`src/rtl/fifo_sync_param_if.sv`:
```
// Handshake/data bundle between a producer, the fifo_sync_param FIFO and a consumer.
// master: the side that drives writes/reads; slave: the FIFO itself.
interface fifo_sync_param_if #(
    parameter int DATO_WIDTH  = 8,
    parameter int FIFO_LENGTH = 5
);
    localparam int CW = $clog2(FIFO_LENGTH + 1);

    logic [DATO_WIDTH-1:0] datin;
    logic                  wr;
    logic                  rd;
    logic                  clr_err;
    logic [DATO_WIDTH-1:0] datout;
    logic                  dout_valid;
    logic [CW-1:0]         count;
    logic                  full;
    logic                  empy;
    logic                  dato;
    logic                  almost_full;
    logic                  almost_empty;
    logic                  overflow;
    logic                  underflow;

    modport master (
        output datin, wr, rd, clr_err,
        input  datout, dout_valid, count, full, empy, dato,
               almost_full, almost_empty, overflow, underflow
    );

    modport slave (
        input  datin, wr, rd, clr_err,
        output datout, dout_valid, count, full, empy, dato,
               almost_full, almost_empty, overflow, underflow
    );
endinterface

```
`src/rtl/fifo_sync_param.sv`:
```
// fifo_sync_param: single-clock FIFO with arbitrary depth, occupancy count,
// almost-full/almost-empty thresholds and sticky overflow/underflow flags.
// Optional build macro FIFO_BYPASS_EN: a simultaneous write+read on an empty
// FIFO forwards datin straight to datout instead of storing it.
module fifo_sync_param #(
    parameter int DATO_WIDTH  = 8,
    parameter int FIFO_LENGTH = 5,
    parameter int AF_LEVEL    = FIFO_LENGTH - 1,
    parameter int AE_LEVEL    = 1
) (
    input  logic                clk,
    input  logic                rst,
    fifo_sync_param_if.slave    bus
);
    localparam int PW = $clog2(FIFO_LENGTH);
    localparam int CW = $clog2(FIFO_LENGTH + 1);
    localparam logic [PW-1:0] PTR_LAST  = PW'(FIFO_LENGTH - 1);
    localparam logic [CW-1:0] CNT_FULL  = CW'(FIFO_LENGTH);
    localparam logic [CW-1:0] CNT_AF    = CW'(AF_LEVEL);
    localparam logic [CW-1:0] CNT_AE    = CW'(AE_LEVEL);

    // Explicit wrap keeps the pointer valid for non-power-of-two depths.
    function automatic logic [PW-1:0] ptr_inc(input logic [PW-1:0] ptr);
        if (ptr == PTR_LAST) begin
            return {PW{1'b0}};
        end else begin
            return ptr + PW'(1);
        end
    endfunction

    logic [DATO_WIDTH-1:0] mem_r [FIFO_LENGTH];
    logic [PW-1:0]         wptr_r;
    logic [PW-1:0]         rptr_r;
    logic [CW-1:0]         count_r;
    logic [CW-1:0]         count_nxt_s;
    logic [DATO_WIDTH-1:0] datout_r;
    logic                  dout_valid_r;
    logic                  overflow_r;
    logic                  underflow_r;

    logic empty_s;
    logic full_s;
    logic byp_s;
    logic rd_acc_s;
    logic wr_store_s;
    logic ovf_set_s;
    logic unf_set_s;

    assign empty_s = (count_r == {CW{1'b0}});
    assign full_s  = (count_r == CNT_FULL);

`ifdef FIFO_BYPASS_EN
    assign byp_s = bus.wr && bus.rd && empty_s;
`else
    assign byp_s = 1'b0;
`endif

    // Request acceptance and error-event detection for this cycle.
    always_comb begin
        rd_acc_s   = 1'b0;
        wr_store_s = 1'b0;
        ovf_set_s  = 1'b0;
        unf_set_s  = 1'b0;
        rd_acc_s   = bus.rd && !empty_s;
        // A read at full frees a slot, so the write can land in it.
        wr_store_s = bus.wr && (!full_s || rd_acc_s) && !byp_s;
        ovf_set_s  = bus.wr && full_s && !bus.rd;
        unf_set_s  = bus.rd && empty_s && !byp_s;
    end

    // Next occupancy: simultaneous store and read cancel out.
    always_comb begin
        count_nxt_s = count_r;
        case ({wr_store_s, rd_acc_s})
            2'b10:   count_nxt_s = count_r + CW'(1);
            2'b01:   count_nxt_s = count_r - CW'(1);
            default: count_nxt_s = count_r;
        endcase
    end

    // Storage array; contents need no reset, writes are suppressed during reset.
    always_ff @(posedge clk) begin
        if (rst && wr_store_s) begin
            mem_r[wptr_r] <= bus.datin;
        end
    end

    // Pointers, count, read data and sticky error flags.
    always_ff @(posedge clk) begin
        if (!rst) begin
            wptr_r       <= {PW{1'b0}};
            rptr_r       <= {PW{1'b0}};
            count_r      <= {CW{1'b0}};
            datout_r     <= {DATO_WIDTH{1'b0}};
            dout_valid_r <= 1'b0;
            overflow_r   <= 1'b0;
            underflow_r  <= 1'b0;
        end else begin
            count_r <= count_nxt_s;
            if (wr_store_s) begin
                wptr_r <= ptr_inc(wptr_r);
            end
            if (rd_acc_s) begin
                rptr_r       <= ptr_inc(rptr_r);
                datout_r     <= mem_r[rptr_r];
                dout_valid_r <= 1'b1;
            end else if (byp_s) begin
                datout_r     <= bus.datin;
                dout_valid_r <= 1'b1;
            end else begin
                dout_valid_r <= 1'b0;
            end
            // A new error event in the same cycle as clr_err keeps the flag set.
            if (ovf_set_s) begin
                overflow_r <= 1'b1;
            end else if (bus.clr_err) begin
                overflow_r <= 1'b0;
            end
            if (unf_set_s) begin
                underflow_r <= 1'b1;
            end else if (bus.clr_err) begin
                underflow_r <= 1'b0;
            end
        end
    end

    assign bus.datout       = datout_r;
    assign bus.dout_valid   = dout_valid_r;
    assign bus.count        = count_r;
    assign bus.full         = full_s;
    assign bus.empy         = empty_s;
    assign bus.dato         = !empty_s && !full_s;
    assign bus.almost_full  = (count_r >= CNT_AF);
    assign bus.almost_empty = (count_r <= CNT_AE);
    assign bus.overflow     = overflow_r;
    assign bus.underflow    = underflow_r;
endmodule

```
`src/flat_wrapper.sv`:
```
// flat-port wrapper written by rule: the top's interface ports become plain ports
module fifo_sync_param_flat 
#(
    parameter int DATO_WIDTH  = 8,
    parameter int FIFO_LENGTH = 5,
    parameter int AF_LEVEL    = FIFO_LENGTH - 1,
    parameter int AE_LEVEL    = 1
)
  (clk, rst, bus_datin, bus_wr, bus_rd, bus_clr_err, bus_datout, bus_dout_valid, bus_count, bus_full, bus_empy, bus_dato, bus_almost_full, bus_almost_empty, bus_overflow, bus_underflow);
  fifo_sync_param_if #(.DATO_WIDTH(DATO_WIDTH), .FIFO_LENGTH(FIFO_LENGTH)) bus_i ();
  input  logic clk;
  input  logic rst;
  input wire logic [$bits(bus_i.datin)-1:0] bus_datin;
  input wire logic [$bits(bus_i.wr)-1:0] bus_wr;
  input wire logic [$bits(bus_i.rd)-1:0] bus_rd;
  input wire logic [$bits(bus_i.clr_err)-1:0] bus_clr_err;
  output wire logic [$bits(bus_i.datout)-1:0] bus_datout;
  output wire logic [$bits(bus_i.dout_valid)-1:0] bus_dout_valid;
  output wire logic [$bits(bus_i.count)-1:0] bus_count;
  output wire logic [$bits(bus_i.full)-1:0] bus_full;
  output wire logic [$bits(bus_i.empy)-1:0] bus_empy;
  output wire logic [$bits(bus_i.dato)-1:0] bus_dato;
  output wire logic [$bits(bus_i.almost_full)-1:0] bus_almost_full;
  output wire logic [$bits(bus_i.almost_empty)-1:0] bus_almost_empty;
  output wire logic [$bits(bus_i.overflow)-1:0] bus_overflow;
  output wire logic [$bits(bus_i.underflow)-1:0] bus_underflow;
  assign bus_i.datin = bus_datin;
  assign bus_i.wr = bus_wr;
  assign bus_i.rd = bus_rd;
  assign bus_i.clr_err = bus_clr_err;
  assign bus_datout = bus_i.datout;
  assign bus_dout_valid = bus_i.dout_valid;
  assign bus_count = bus_i.count;
  assign bus_full = bus_i.full;
  assign bus_empy = bus_i.empy;
  assign bus_dato = bus_i.dato;
  assign bus_almost_full = bus_i.almost_full;
  assign bus_almost_empty = bus_i.almost_empty;
  assign bus_overflow = bus_i.overflow;
  assign bus_underflow = bus_i.underflow;
  fifo_sync_param #(.DATO_WIDTH(DATO_WIDTH), .FIFO_LENGTH(FIFO_LENGTH), .AF_LEVEL(AF_LEVEL), .AE_LEVEL(AE_LEVEL)) u_core (.clk(clk), .rst(rst), .bus(bus_i));
endmodule
```
`config.mk`:
```
export PLATFORM = sky130hd
export DESIGN_NAME = fifo_sync_param_flat
export DESIGN_NICKNAME = d
export VERILOG_FILES = /design/src/rtl/fifo_sync_param_if.sv /design/src/rtl/fifo_sync_param.sv /design/src/flat_wrapper.sv
export SDC_FILE = /design/constraint.sdc
export NUM_CORES = 1
export LEC_CHECK = 0
export ABC_AREA = 1
export CAP_MARGIN = 20
export CORE_UTILIZATION = 29
export CTS_BUF_LIST = sky130_fd_sc_hd__clkbuf_8
export DETAILED_ROUTE_END_ITERATION = 8
export PLACE_DENSITY = 0.56
export SLEW_MARGIN = 15
export SYNTH_ARGS = -nofsm -noshare
export SYNTH_HDL_FRONTEND = slang
export SYNTH_SLANG_ARGS = --single-unit
```
`constraint.sdc`:
```
create_clock -name clk -period 1.9 [get_ports clk]
set_input_delay 0.38 -clock clk [delete_from_list [all_inputs] [get_ports clk]]
set_output_delay 0.38 -clock clk [all_outputs]
set_load 0.05 [all_outputs]
```
==> results of run 1 <==
[cells in the final DEF (no fill, tap or decap)]
master / count
sky130_fd_sc_hd__edfxtp_1: 40
sky130_fd_sc_hd__nand2_4: 1
sky130_fd_sc_hd__clkinv_4: 2
sky130_fd_sc_hd__a21oi_4: 1
sky130_fd_sc_hd__ha_4: 1
sky130_fd_sc_hd__nand2_2: 1
sky130_fd_sc_hd__inv_2: 2
sky130_fd_sc_hd__buf_12: 5
sky130_fd_sc_hd__clkinv_1: 1
sky130_fd_sc_hd__a21oi_2: 1
sky130_fd_sc_hd__dfxtp_2: 1
sky130_fd_sc_hd__o211ai_1: 1
sky130_fd_sc_hd__nor3_1: 1
sky130_fd_sc_hd__nor3_2: 2
sky130_fd_sc_hd__nand3_1: 27
sky130_fd_sc_hd__nor2_2: 1
sky130_fd_sc_hd__clkbuf_8: 9
sky130_fd_sc_hd__nand2_1: 53
sky130_fd_sc_hd__dfxtp_4: 1
sky130_fd_sc_hd__clkinv_2: 1
sky130_fd_sc_hd__a21oi_1: 24
sky130_fd_sc_hd__xor2_1: 1
sky130_fd_sc_hd__buf_4: 28
sky130_fd_sc_hd__bufinv_16: 2
sky130_fd_sc_hd__clkinvlp_4: 1
sky130_fd_sc_hd__clkdlybuf4s50_1: 13
sky130_fd_sc_hd__inv_1: 13
sky130_fd_sc_hd__dlymetal6s2s_1: 4
sky130_fd_sc_hd__inv_4: 2
sky130_fd_sc_hd__nor2_1: 9
sky130_fd_sc_hd__ha_1: 8
sky130_fd_sc_hd__dfxtp_1: 18
sky130_fd_sc_hd__o21ai_0: 16
sky130_fd_sc_hd__nor2_4: 4
sky130_fd_sc_hd__inv_6: 1
[flip-flops by register name, indices dropped and copies added, names as in the netlist]
register	cells
u_core.bus.count	3
u_core.bus.datout	8
u_core.bus.dout_valid	1
u_core.bus.overflow	1
u_core.bus.underflow	1
u_core.mem_r	40
u_core.rptr_r	3
u_core.wptr_r	3
[power by group]
| part | leakage (nW) | total (W) | internal (W) | switching, W |
|---|---|---|---|---|
| Sequential | 0.528 | 0.00158 | 0.00151 | 0.0000699 |
| Clock | 0.110 | 0.00127 | 0.000744 | 0.000521 |
| Combinational | 0.758 | 0.00157 | 0.000578 | 0.000993 |
[worst min-delay path: stages, from the launching register on]
cell and delay, ns:
sky130_fd_sc_hd__dfxtp_1 0.31, sky130_fd_sc_hd__nand2_1 0.06, sky130_fd_sc_hd__a21oi_1 0.05
[stage by stage]
| stage | area (µm²) | hold slack [ns] |
|---|---|---|
| floorplan | 2550 | 0.479 |
| global placement | 3100 | 0.457 |
| detailed placement | 3100 | 0.466 |
| CTS | 3320 | 0.476 |
| global route | 3350 | 0.495 |
| finish | 3350 | 0.467 |
[path summary, 6_finish.rpt]
path,from,end,slack (ns),cells past startpoint
hold / removal,u_core.bus.overflow,u_core.bus.overflow,0.47,2
setup reg to reg,u_core.bus.count[1],u_core.mem_r[3][7],0.19,9
hold reg to reg,u_core.bus.overflow,u_core.bus.overflow,0.47,2
setup / recovery,u_core.bus.dout_valid,bus_dout_valid,0.07,1
[kinds of logic after synthesis]
family / share of synthesized area, %
AND/OR/NAND/NOR: 16.7
flip-flops: 64.0
AO/OA/AOI/OAI: 9.30
buffers and inverters: 5.20
adder cells (fa/ha/maj): 4.50
XOR/XNOR: 0.350
[routing by layer]
layer | vias up | share of wire [%] | global-route usage (%)
li1 | 921 | - | -
met4 | 0 | 2.1 | 6.19
met1 | 881 | 44 | 17.5
met5 | - | 0 | 0
met2 | 48 | 48 | 22.2
met3 | 15 | 5.5 | 5.23
[final cells by class]
cell class,count,area share (%)
flip-flops and latches,60,47.9
multi-input cells,152,24.7
repair buffers,50,14.6
well taps,105,3.92
clock buffers,9,3.70
clock inverters,7,2.95
inverters,18,2.16
[timing repair]
item	CTS	global route
resized for setup	2	7
pin swaps	0	2
setup buffers	0	0
endpoints found under the setup margin	2	13
cloned	0	0
==> impl_results.md, run 1 <==
* Peak ir drop on the vdd network at approximately 0.74 mV
* Critical Path AT at around 1.5 ns
* Ranking of synthesized cells by instance count: sky130_fd_sc_hd__nand2_1 (53), sky130_fd_sc_hd__edfxtp_1 (40), sky130_fd_sc_hd__nand3_1 (27)
* Detail-routed via count per cell at between 4 and 5
* Cell with the largest stage delay on the worst path: sky130_fd_sc_hd__clkdlybuf4s50_1
* Post-DP HPWL at between 3 and 4 mm
* Fmax achieved at between 500 and 600 MHz
* Number of enable flip-flop cells after synthesis at 40
* Number of search-and-repair iterations in the first detailed-routing pass at 4
* Ys async rst share at 0%
* Worst EP required at roughly 1.5 ns
* Critical path startpoint category: register
* Non-Filler Instances at about 400
* Worst hold path type: register to register
* Total wirelength of the detailed-routed design at 5.57 mm
* Post-route antenna net violation count at 0
* Level count of the clock H-tree at 3
* Total power at approximately 0.0044 W
* Endpoints failing hold at 0
* Category of the critical setup timing path: register to primary output
* Fraction of layout instances using a drive strength above 1 at between 20% and 30%
* Largest stage delay, worst path at 0.80 ns
* Gate count after technology mapping at about 240
* Post-synthesis sequential element count at 60
* Worst-path cell chain: clkdlybuf4s50_1
* Number of design rule violations left after detail routing at 0
* Count of port buffers added during placement at 31
* Count of different cell masters after synthesis at 24
* Placement row count at 33
* Shortest clock period the worst path allows after layout at ~1.8 ns
* Power density over cell area at roughly 1300 nW/µm²
* Area of the die at 9000 µm²
* Post-route setup slack at 0.0708 ns
* Via count of the first global-routing pass at approximately 1900
* CP bufs+invs at 1
* Total of hold buffers inserted after clock tree synthesis at 0
* Number of buffers on the longest clock path at 2
* Average cell area after synthesis at 10.5 µm²
* Starting density of the core at 30.2%
* RSZ-0062 raised after global routing: false
* TritonCTS clock tree: built
* Number of ports placed on the die boundary at 32
* Die height at 94.9 µm
* Placer congestion estimate at between 0.7 and 0.8
* Source-to-sink clock delay at the later pin of the worst-skew pair at 0.34 ns
* Post-synthesis to final-layout area growth at 33.9%
* Yosys warnings at 0
* Actual slew at the worst max-slew pin at roughly 0.5 ns
* Worst-path maximum fanout at 1
* CTS sink cnt at 60
* Number of instances in the placed design at roughly 390
* Biggest area consumer among synthesized cells: sky130_fd_sc_hd__edfxtp_1
* Proportion of netlist area held by the largest area contributor at 48.0%
* Portion of the post-synthesis area used by sequential elements at around 64%
* Final Max Slew Viols at 0
* Number of nets produced by synthesis at 260
* Top flip-flop cell by instance count after synthesis: sky130_fd_sc_hd__edfxtp_1
* Global-route usage over all layers at between 10% and 20%
* Cell types occupying the most area after synthesis: sky130_fd_sc_hd__edfxtp_1 (48%), sky130_fd_sc_hd__dfxtp_1 (16%), sky130_fd_sc_hd__nand2_1 (8.0%)
* Setup violation total in the final timing report at 0
* Number of antenna diodes at 0
* Cts bufs inserted at 9
* Post-detailed-route wirelength per cell at about 14 µm
* Worst Clk Skew at 0.0112 ns
* Die Span X at approximately 95 µm
* Count of fill cells added during filler insertion at 812
* Largest net degree at the start of global routing at 19
* Worst path top cell family by delay: buffers and inverters
* Clock transition time at the flip-flop clock pins of the worst setup and hold paths at about 0.07 ns
* Total area of multi-input combinational cells at about 830 µm²
* Post-layout utilization of the core at about two fifths
* Area of the core at approximately 8300 µm²
* Ratio of final minimum period to clock period at a little over nine tenths
* Mapped Area at roughly 2500 µm²
* Wire length of the first global-routing pass at between 9 and 10 mm
* Area used by sequential logic in the layout at approximately 1600 µm²
* Most common cell in the netlist: sky130_fd_sc_hd__nand2_1
* Detailed Route Iter0 Violations at roughly 100
* Critical Path End Type: primary output
* Antenna violations before repair at 0
* Result of the run: complete, no violations
* Cell at the root of the clock tree: sky130_fd_sc_hd__clkbuf_8
* Total vias in the final route at roughly 1900
* Grt ovf at 0
* Leakage component of the power at ~1.4 nW
* Max-cap check violation count at 0
* Setup Slack @ Placement at -0.114 ns
* Number of nets in the final layout at 313
* Final setup TNS at 0 ns
* Relative slew slack at between 60 and 70%
Note: power is estimated with default switching activity, not from simulation.
==> run 2, diff against run 1 <==
Settings changed: ABC_CLOCK_PERIOD_IN_PS set to 1900, REMOVE_ABC_BUFFERS set to 1, SETUP_SLACK_MARGIN set to 0.5.
==> run 2 against run 1 <==
Against the previous run:
- sequential cell count unchanged
- final cell count is 1.5% higher
- first-iteration DRC count decreased by 20%
- sequential power about the same
- via count is 1.2% higher
- clock skew fell by 0.0024 ns
==> impl_results.md, run 2 (synthesis gave the netlist of run 1 again) <==
* RSZ-0062 raised after global routing: true
* Category of the critical setup timing path: register to primary output
* Critical Path AT at 1.40 ns (-0.05 ns)
* Most common cell after layout, fill and taps aside: sky130_fd_sc_hd__nand2_1
* Global-route usage over all layers at 14.3% (+0.071 points)
* Number of search-and-repair iterations in the first detailed-routing pass at 4 (unchanged)
* Flip-flop count of the largest register, all copies and words added at 40 (unchanged)
* Count of fill cells added during filler insertion at 792 (-2.5%)
* Worst-path maximum fanout at 3 (+2)
* Placer congestion estimate at 0.763 (+5.4%)
* Worst hold path type: register to register
* Worst EP required at 1.52 ns (about the same)
* Fraction of power spent switching nets at 37.3% (+1.4 points)
* Sequential group share of total power at 35.3% (-0.5 points)
* Total wirelength of the detailed-routed design at 5.85 mm (+5.0%)
* Actual slew at the worst max-slew pin at 0.482 ns (-0.0188 ns)
* Number of design rule violations left after detail routing at 0 (unchanged)
* Die Span X at 94.9 µm (unchanged)
* Result of the run: complete, no violations
* Total vias in the final route at 1887 (+1.2%)
* Cell area after layout at 3430 µm² (+2.4%)
* Shortest clock period the worst path allows after layout at 1.78 ns (-0.0539 ns)
* Final Max Slew Viols at 0 (unchanged)
* Number of antenna diodes at 0 (unchanged)
* Leakage component of the power at 1.39 nW (about the same)
* Post-detailed-route wirelength per cell at 14.4 µm (+3.5%)
* Area used by sequential logic in the layout at 1610 µm² (about the same)
* Source-to-sink clock delay at the later pin of the worst-skew pair at 0.34 ns (about the same)
* TritonCTS clock tree: built
* Cell with the largest stage delay on the worst path: sky130_fd_sc_hd__dfxtp_2
* Worst Clk Skew at 0.00879 ns (-0.00237 ns)
* Post-DP HPWL at 3.58 mm (-4.5%)
* Largest net degree at the start of global routing at 19 (unchanged)
* Worst path top cell family by delay: flip-flops
* Grt ovf at 0 (unchanged)
* Fmax achieved at 563 MHz (+3.0%)
* Psw at 0.00168 W (+6.0%)
* Reg with most FFs: u_core.mem_r
* Placement row count at 33 (unchanged)
* CP bufs+invs at 3 (+2)
* CTS sink cnt at 60 (unchanged)
* Power density over cell area at 1310 nW/µm² (-0.50%)
* Setup violation total in the final timing report at 0 (unchanged)
* Die height at 94.9 µm (unchanged)
* Area of the core at 8300 µm² (unchanged)
* Count of port buffers added during placement at 31 (unchanged)
* Fraction of layout instances using a drive strength above 1 at 30.5% (+7.8 points)
* Area of placed instances at 3020 µm² (-2.4%)
* Via count of the first global-routing pass at 1842 (-1.3%)
* Comb pwr share at 39.7% (+4.1 points)
* Setup Slack @ Placement at -0.122 ns (-0.00844 ns)
* Area of the die at 9000 µm² (unchanged)
* Antenna violations before repair at 0 (unchanged)
* Peak ir drop on the vdd network at 0.562 mV (-24%)
* Largest stage delay, worst path at 0.35 ns (-0.45 ns)
* Internal power contribution at 0.00282 W (-0.35%)
* Cell at the root of the clock tree: sky130_fd_sc_hd__clkbuf_8
* Worst-path cell chain: inv_2, ha_4, buf_4, a21oi_2, nor2_2, buf_12
* Number of ports placed on the die boundary at 32 (unchanged)
* Detail-routed via count per cell at 4.64 (-0.31%)
* Starting density of the core at 30.2% (unchanged)
* Final setup TNS at 0 ns (unchanged)
* Number of nets in the final layout at 319 (+1.9%)
* Post-layout utilization of the core at 41.4% (+0.98 points)
* Ratio of final minimum period to clock period at 93.4% (-2.8 points)
* Level count of the clock H-tree at 3 (unchanged)
* Critical Path End Type: primary output
* Detailed Route Iter0 Violations at 78 (-20%)
* Wire length of the first global-routing pass at 9.13 mm (-0.83%)
* Total area of multi-input combinational cells at 895 µm² (+8.0%)
* Relative slew slack at 68.0% (+1.4 points)
* Post-route setup slack at 0.125 ns (+0.0539 ns)
* Total of hold buffers inserted after clock tree synthesis at 0 (unchanged)
* Fraction of power consumed by the clock network at 25.0% (-3.6 points)
* Commonest cells after routing, fill and taps aside: sky130_fd_sc_hd__nand2_1 (51), sky130_fd_sc_hd__edfxtp_1 (40), sky130_fd_sc_hd__nand3_1 (26)
* Cts bufs inserted at 9 (unchanged)
* Endpoints failing hold at 0 (unchanged)
* Post-route antenna net violation count at 0 (unchanged)
* Critical path startpoint category: register
* Number of buffers on the longest clock path at 2 (unchanged)
* Max-cap check violation count at 0 (unchanged)
* Hold_ws at 0.462 ns (-0.00520 ns)
* Clock transition time at the flip-flop clock pins of the worst setup and hold paths at 0.07 ns (about the same)
* Post-synthesis to final-layout area growth at 37.2%
-- run 2: layout make-up --
type | count | area share (%)
timing repair buffer | 56 | 15.3
clock inverter | 7 | 2.22
sequential | 60 | 46.8
inverter | 18 | 2.19
tap | 105 | 3.83
clock buffer | 9 | 3.61
multi-input combinational | 152 | 26.1
-- run 2: worst register-to-register path, stage by stage (launching register included) --
cell and delay, ns:
sky130_fd_sc_hd__dfxtp_2 0.35, sky130_fd_sc_hd__inv_2 0.06, sky130_fd_sc_hd__buf_6 0.12, sky130_fd_sc_hd__ha_4 0.16, sky130_fd_sc_hd__buf_4 0.13, sky130_fd_sc_hd__buf_6 0.11
sky130_fd_sc_hd__a21oi_4 0.16, sky130_fd_sc_hd__ha_4 0.23, sky130_fd_sc_hd__inv_2 0.06, sky130_fd_sc_hd__o211ai_1 0.09, sky130_fd_sc_hd__nor2_1 0.11, sky130_fd_sc_hd__nor2_1 0.05
-- run 2: path summary, 6_finish.rpt --
path | end | slack, ns | cells past startpoint | startpoint
worst max-delay path | bus_almost_empty | 0.12 | 6 | u_core.bus.count[1]
worst min-delay path | u_core.bus.underflow | 0.46 | 2 | u_core.bus.underflow
worst max register to register | u_core.bus.count[2] | 0.17 | 11 | u_core.bus.count[1]
worst min register to register | u_core.bus.underflow | 0.46 | 2 | u_core.bus.underflow
-- run 2: per-layer routing --
layer | share of wire (%) | track usage (%) | wire [µm] | up-vias
met5 | 0 | 0 | 0 | -
met4 | 0.75 | 4.29 | 44 | 0
met3 | 5.9 | 4.91 | 344 | 6
met2 | 51 | 24.3 | 2960 | 50
met1 | 43 | 16.9 | 2500 | 895
li1 | - | - | - | 936
-- run 2: metrics by stage --
stage | cells | power [W]
after floorplan | 230 | 0.00251
after global routing | 407 | 0.00474
after CTS | 405 | 0.00447
after global placement | 382 | 0.00311
final | 407 | 0.00450
after detailed placement | 382 | 0.00311
-- run 2: what timing repair did --
| item | CTS | global route |
|---|---|---|
| buffers inserted | 7 | 2 |
| resized for setup | 70 | 12 |
| pin swaps | 12 | 7 |
| endpoints found under the setup margin | 68 | 62 |
-- run 2: power groups by stage --
stage / Sequential, W / Combinational [W] / Clock (W)
floorplan: 0.00190 / 0.000615 / 0
global placement: 0.00160 / 0.00150 / 0
detailed placement: 0.00161 / 0.00151 / 0
CTS: 0.00159 / 0.00172 / 0.00116
global route: 0.00160 / 0.00192 / 0.00121
finish: 0.00159 / 0.00179 / 0.00113
